[src/rtl/cond_gen_arbiter.sv]
// Shared-register write arbiter, fixed-priority or round-robin policy.
// Ports: clk, rst_n, req_i, wdata_i -> gnt_o, shared_q_o, wr_pulse_o, timeout_o, busy_o.
module cond_gen_arbiter #(
    parameter int NUM_REQ  = 3,
    parameter int DATA_W   = 32,
    parameter int ARB_MODE = 0,
    parameter int MAX_HOLD = 15
) (
    input  logic                        clk,
    input  logic                        rst_n,
    input  logic [NUM_REQ-1:0]          req_i,
    input  logic [NUM_REQ*DATA_W-1:0]   wdata_i,
    output logic [NUM_REQ-1:0]          gnt_o,
    output logic [DATA_W-1:0]           shared_q_o,
    output logic                        wr_pulse_o,
    output logic                        timeout_o,
    output logic                        busy_o
);

    localparam int CW = $clog2(MAX_HOLD + 1);
    localparam int PW = $clog2(NUM_REQ);

    localparam logic [1:0] S_IDLE  = 2'd0;
    localparam logic [1:0] S_GRANT = 2'd1;
    localparam logic [1:0] S_COOL  = 2'd2;

    logic [1:0]         state_q, state_d;
    logic [NUM_REQ-1:0] gnt_q, gnt_d;
    logic [DATA_W-1:0]  shared_q, shared_d;
    logic               wr_pulse_q, wr_pulse_d;
    logic               timeout_q, timeout_d;
    logic               busy_q, busy_d;
    logic [CW-1:0]      cnt_q, cnt_d;

    logic [PW-1:0]      win_idx;
    logic               win_vld;
    logic               hold_req;
    logic [DATA_W-1:0]  hold_data;

    generate
        if (NUM_REQ < 2 || NUM_REQ > 8 || MAX_HOLD < 1 || MAX_HOLD > 255 ||
            (ARB_MODE != 0 && ARB_MODE != 1)) begin : g_bad_param
            $error("cond_gen_arbiter: illegal parameter value");
        end

        if (ARB_MODE == 0) begin : g_fixed
            // Descending scan so the lowest set index wins.
            always_comb begin
                win_idx = '0;
                win_vld = 1'b0;
                for (int i = NUM_REQ - 1; i >= 0; i--) begin
                    if (req_i[i]) begin
                        win_idx = PW'(i);
                        win_vld = 1'b1;
                    end
                end
            end
        end else begin : g_rr
            logic [PW-1:0] ptr_q, ptr_d;
            logic [PW-1:0] j;

            // First requester at or after the pointer, wrapping.
            always_comb begin
                win_idx = '0;
                win_vld = 1'b0;
                j       = '0;
                for (int i = 0; i < NUM_REQ; i++) begin
                    j = PW'((int'(ptr_q) + i) % NUM_REQ);
                    if (!win_vld && req_i[j]) begin
                        win_idx = j;
                        win_vld = 1'b1;
                    end
                end
            end

            always_comb begin
                ptr_d = ptr_q;
                if (state_q == S_IDLE && win_vld) begin
                    ptr_d = (win_idx == PW'(NUM_REQ - 1)) ? '0 : win_idx + PW'(1);
                end
            end

            always_ff @(posedge clk or negedge rst_n) begin
                if (!rst_n) ptr_q <= '0;
                else        ptr_q <= ptr_d;
            end
        end
    endgenerate

    // Holder's request level and write slice, selected by the one-hot grant.
    always_comb begin
        hold_req  = |(req_i & gnt_q);
        hold_data = '0;
        for (int k = 0; k < NUM_REQ; k++) begin
            if (gnt_q[k]) hold_data = wdata_i[k*DATA_W +: DATA_W];
        end
    end

    always_comb begin
        state_d    = state_q;
        gnt_d      = gnt_q;
        shared_d   = shared_q;
        wr_pulse_d = 1'b0;
        timeout_d  = 1'b0;
        cnt_d      = cnt_q;
        unique case (state_q)
            S_IDLE: begin
                if (win_vld) begin
                    gnt_d   = NUM_REQ'(1) << win_idx;
                    cnt_d   = CW'(1);
                    state_d = S_GRANT;
                end
            end
            S_GRANT: begin
                if (hold_req) begin
                    shared_d   = hold_data;
                    wr_pulse_d = 1'b1;
                    if (cnt_q == CW'(MAX_HOLD)) begin
                        gnt_d     = '0;
                        timeout_d = 1'b1;
                        state_d   = S_COOL;
                    end else begin
                        cnt_d = cnt_q + CW'(1);
                    end
                end else begin
                    gnt_d   = '0;
                    state_d = S_IDLE;
                end
            end
            default: begin
                gnt_d   = '0;
                state_d = S_IDLE;
            end
        endcase
        busy_d = (state_d != S_IDLE);
    end

    always_ff @(posedge clk or negedge rst_n) begin
        if (!rst_n) begin
            state_q    <= S_IDLE;
            gnt_q      <= '0;
            shared_q   <= '0;
            wr_pulse_q <= 1'b0;
            timeout_q  <= 1'b0;
            busy_q     <= 1'b0;
            cnt_q      <= '0;
        end else begin
            state_q    <= state_d;
            gnt_q      <= gnt_d;
            shared_q   <= shared_d;
            wr_pulse_q <= wr_pulse_d;
            timeout_q  <= timeout_d;
            busy_q     <= busy_d;
            cnt_q      <= cnt_d;
        end
    end

    assign gnt_o      = gnt_q;
    assign shared_q_o = shared_q;
    assign wr_pulse_o = wr_pulse_q;
    assign timeout_o  = timeout_q;
    assign busy_o     = busy_q;

endmodule

[config.mk]
export PLATFORM = sky130hd
export DESIGN_NAME = cond_gen_arbiter
export DESIGN_NICKNAME = d
export VERILOG_FILES = /design/src/rtl/cond_gen_arbiter.sv
export SDC_FILE = /design/constraint.sdc
export NUM_CORES = 1
export LEC_CHECK = 0
export ABC_AREA = 1
export ABC_CLOCK_PERIOD_IN_PS = 1400
export BUFFER_PORTS_ARGS = -buffer_cell sky130_fd_sc_hd__buf_2
export CORE_ASPECT_RATIO = 0.9
export CORE_MARGIN = 1.5
export CORE_UTILIZATION = 44
export CTS_BUF_LIST = sky130_fd_sc_hd__clkbuf_8 sky130_fd_sc_hd__clkbuf_16
export CTS_CLUSTER_DIAMETER = 50
export CTS_CLUSTER_SIZE = 28
export DETAILED_ROUTE_END_ITERATION = 12
export PLACE_DENSITY_LB_ADDON = 0.15
export SYNTH_ARGS = -nofsm -noshare
export SYNTH_HDL_FRONTEND = slang
export SYNTH_SLANG_ARGS = --single-unit
[constraint.sdc]
create_clock -name clk -period 1.4 [get_ports clk]
set_input_delay 0.28 -clock clk [delete_from_list [all_inputs] [get_ports clk]]
set_output_delay 0.28 -clock clk [all_outputs]
set_load 0.02 [all_outputs]
; ---- After elaboration in Yosys (flattened, before gate mapping)
; Cells that the tools add are included.
[totals]
inputBits = 101
latchBits = 0
mem_count = 0
word_cells = 49
rom_bits = 0
ff_bits = 44
ram_bits = 0
out_inout_bits = 38
[classes]
mux = 26
addsub = 1
n_eq_ne = 6
multipliers = 0
n_div = 0
n_reduce_logical = 7
order_cmp = 0
n_bitwise = 1
n_shift = 1
[op_table]
columns = op, count
row1 = 2-to-1 mux 32 bit, 3
row2 = 2-to-1 mux 2 bit, 6
row3 = 2-to-1 mux 4 bit, 3
row4 = 2-to-1 mux 3 bit, 3
row5 = 2-to-1 mux 1 bit, 8
row6 = one-hot mux 4 bit (2 select lines), 1
row7 = != test 2 bit (second input constant), 3
row8 = one-hot mux 3 bit (2 select lines), 1
row9 = adder 4 x 1 -> 4 bit (second input constant), 1
row10 = == test 4 bit (second input constant), 1
row11 = one-hot mux 2 bit (2 select lines), 1
row12 = AND reduction 2 bit, 2
row13 = AND reduction 4 bit, 1
row14 = nonzero test 2 bit, 2
row15 = bitwise AND 3 bit, 1
row16 = != test 3 bit (second input constant), 1
row17 = OR reduction 3 bit, 1
row18 = left shift 1 x 2 -> 3 bit (first input constant), 1
row19 = == test 2 x 1 -> 1 bit (second input constant), 1
row20 = zero test 2 bit, 1

; ---- Longest topological paths before layout
[depth]
ltp_word = 6
mapped_depth = 8
mapped_depth_nobuf = 8

; ---- Worst setup path after synthesis
; Ideal clock, no wire load.
[synth_path]
path_kind = register -> register
from = register gnt_q[2] (netlist: gnt_o[2])
to = register shared_q[0] (netlist: shared_q_o[0])
setup_time_ns = 0.116
stages_incl_launch_ff = 9
arrival_ns = 1.145
path_slack_ns = 0.138
path_buffers = 2
path_cell_list = dfrtp_1 -> buf_2 -> nand2_2 -> nand3_4 -> nand2_4 -> inv_4 -> buf_6 -> nand2_1 -> nand2_1
[synth_via]
elab_chain_len = 3
[synth_lines]
columns = element, line_no
row1 = "start, declared", 28  ; logic [NUM_REQ-1:0] gnt_q, gnt_d;
row2 = "start signal, assigned", 149  ; gnt_q <= gnt_d;
row3 = bitwise AND 3 bit, 92  ; hold_req = |(req_i & gnt_q);
row4 = OR reduction 3 bit, 92
row5 = AND reduction 2 bit (no source line), n/a
row6 = "end signal, assigned", 150  ; shared_q <= shared_d;
row7 = "end, declared", 29  ; logic [DATA_W-1:0] shared_q, shared_d;
; Parallel ways exist; a longest one is shown, timed or not.
; A chain may end at the register's enable or synchronous reset.

; ---- Final worst setup path
[layout_path]
from = register gnt_q[1] (netlist: gnt_o[1])
to = output port gnt_o[1]
[layout_lines]
columns = element, line_no
row1 = "end, declared", 13  ; output logic [NUM_REQ-1:0] gnt_o,
; No word-level cell between the ends.

==> qor.txt <==
Largest net degree at the start of global routing: 45
RSZ-0062 raised after global routing: no
Lkg Pwr: 0.00197 uW
Area share of the largest cell type after synthesis: 44.8%
Max Root-Sink Buffers: 2
Period utilization: 95.9%
Asr flop ratio synth: 100%
PwrDens: 1870 mW/mm2
Synth cell types: 21
Count leader, synth: nand2_1
Area of the die: 0.00604 mm2
Yosys synthesis warning count: 0
Final-report setup violation count: 0
Post-Syn Area per Cell: 7.04 um2
P&R area growth vs syn: 39.5%
Seq/Total Area, Yosys: 44.8%
Slew Limit Fails: 0
Die H: 73.9 um
Buffers plus inverters on the worst setup path: 2
Setup WS pre-CTS: 71.8 ps
# IOs: 139
Wire length per cell: 12.3 um
Hold depth: 3
Mapped Cells: 349
CP peak stage delay: 460 ps
# Max-Cap Violations: 0
Final Skew: 7.06 ps
Cell Area, Synth: 0.00246 mm2
Post-route DRC: 0
Synth Flop Type: dfrtp_1
WL final: 6.83 mm
Yosys top cell by area: dfrtp_1
Core box area: 0.00532 mm2
Post-synth EDFFs: 0
GRT overflow: 0
FF+latch count, synth: 44
Detailed Place HPWL: 5.01 mm
Top post-synthesis cells by count: nand2_1 (152), a21oi_1 (64), dfrtp_1 (44), nor2_1 (39), buf_2 (13)
Final setup margin: 57.7 ps
Clk slew on worst S/H paths: 80 ps
Num CTS Buffers: 5
Power, Total: 6400 uW
Slew at the pin with the worst max-slew slack: 297 ps
Endpoint type of the worst setup path: primary output
Die Width: 81.8 um
Initial antenna violation count: 0
Cell Rows: 25
HP Class: input port to flop
DR vias/cell: 4.86
Worst EP required: 1120 ps
DRT Pass-1 Iters: 5
Layout cell share with drive strength beyond 1: 35.2%
First-pass GRT wire length: 10.5 mm
CP top delay family: flip-flops
Crit path DAT: 1060 ps
Worst vdd rail ir drop: 909 uV
Max Fclk: 0.745 GHz
Final Instance Area: 0.00343 mm2
Total number of cells along the worst setup path: 2
N_diodes: 0
Crit path launch type: flop
Initial Util: 46.2%
CP max FO: 8
Routed vias: 2,701
Starting DRT DRC Count: 154
Clk_lat worst skew: 290 ps
FILL cells: 479
Final GP Congestion: 0.811
I/O Buffers: 138
Area contributors post-synth: dfrtp_1 (45%), nand2_1 (23%), a21oi_1 (13%), nor2_1 (6.0%), buf_2 (2.6%)
Root Buffer: clkbuf_8
# nets final: 590
Setup TNS: 0 ps
Post-Syn Nets: 451
Sink Count: 44
GRT Total Usage: 22.7%
Worst path slowest cell: dfrtp_2
Vias in the first global route: 2,332
R2R depth: 8
Htree depth: 2
Final Hold Fails: 0
Worst Setup Path Type: flop to primary output
Post-route ant nets: 0
CP Cell Sequence: buf_6 -> buf_2
Rel. slew slack: 80.1%
CTS tree: built
Status: completed
Final Critical Period: 1340 ps
Post-layout util: 64.4%
Post-placement cell area: 0.00325 mm2
==> cell usage in the layout (no fill, tap or decap), types with 2 or more instances in the layout <==
cell type  netlist  routed
nand3_1          8       8
nand2_2          2       5
nand2_1        152     149
dfrtp_1         44      42
nor2_4           1       2
clkbuf_8         0       7
a21oi_1         64      64
dfrtp_2          0       2
buf_12           0       4
buf_2           13     137
nor2_1          39      39
buf_4            3       7
inv_1            9       9
buf_6            4       2
nand3_4          1       2
==> layout make-up <==
cell class / instances / area, um2 / area share [%]
clock buffer: 7 / 96.3 / 2.81
clock inverter: 1 / 30.0 / 0.876
inverter: 10 / 45.0 / 1.31
multi-input combinational: 275 / 1200 / 35.1
sequential: 44 / 1100 / 32.2
tap: 67 / 83.8 / 2.45
timing repair buffer: 152 / 866 / 25.3
==> per-stage QoR <==
| stage | std cells | hold WS (ps) |
|---|---|---|
| after floorplan | 349 | -15.6 |
| after global placement | 547 | 279 |
| after detailed placement | 547 | 279 |
| after CTS | 556 | 264 |
| after global routing | 556 | 285 |
| final | 556 | 273 |
==> per-layer routing <==
| metal | track usage (%) | vias up | wire length, um |
|---|---|---|---|
| li1 | - | 1386 | - |
| met1 | 30.6 | 1193 | 3080 |
| met2 | 37.5 | 112 | 3160 |
| met3 | 4.72 | 10 | 498 |
| met4 | 5.27 | 0 | 92 |
| met5 | 0 | - | 0 |
==> worst reg2reg max path, cell delays in order, from the launching register on <==
cell and delay [ps]:
dfrtp_1 420, ha_1 220, nand2_1 70, inv_1 60, nand2_2 90, nand3_4 120, nand2_2 110, nand2_1 60
nand2_1 60
==> timing repair <==
action	in CTS	in global routing
setup buffers	0	0
endpoints found under the setup margin	2	24
hold buffers	1	0
endpoints found under the hold margin	44	0
gates resized for setup	4	10
cloned	0	0
==> path summary, 6_finish.rpt <==
check                               startpoint        endpoint  slack, ps
worst max register to register        cnt_q[0]        cnt_q[3]        130
worst min register to register  shared_q_o[17]  shared_q_o[17]        480
worst min-delay path                  req_i[1]        gnt_o[1]        270
max in group asynchronous                rst_n        gnt_o[2]        690
min in group asynchronous                rst_n  shared_q_o[29]        490
worst max-delay path                  gnt_o[1]        gnt_o[1]         60
==> sequential cells by signal, indices dropped and copies added (netlist names) <==
signal	cells
shared_q_o	32
busy_o	1
cnt_q	4
wr_pulse_o	1
timeout_o	1
gnt_o	3
state_q	2
==> report_power, final <==
part | total, uW | internal (uW) | switching, uW
combinational | 3270 | 1200 | 2070
clock | 1040 | 630 | 413
sequential | 2080 | 1790 | 294
total | 6400 | 3620 | 2770
==> cell families after synthesis <==
| family | count (synthesis) | share of synthesized area, % |
|---|---|---|
| DFF | 44 | 44.8 |
| adders and majority gates | 1 | 0.509 |
| and+or+nand+nor | 209 | 34.4 |
| AOI/OAI and AO/OA | 65 | 13.2 |
| buffers and inverters | 30 | 7.03 |
(Power assumes the default switching activity.)
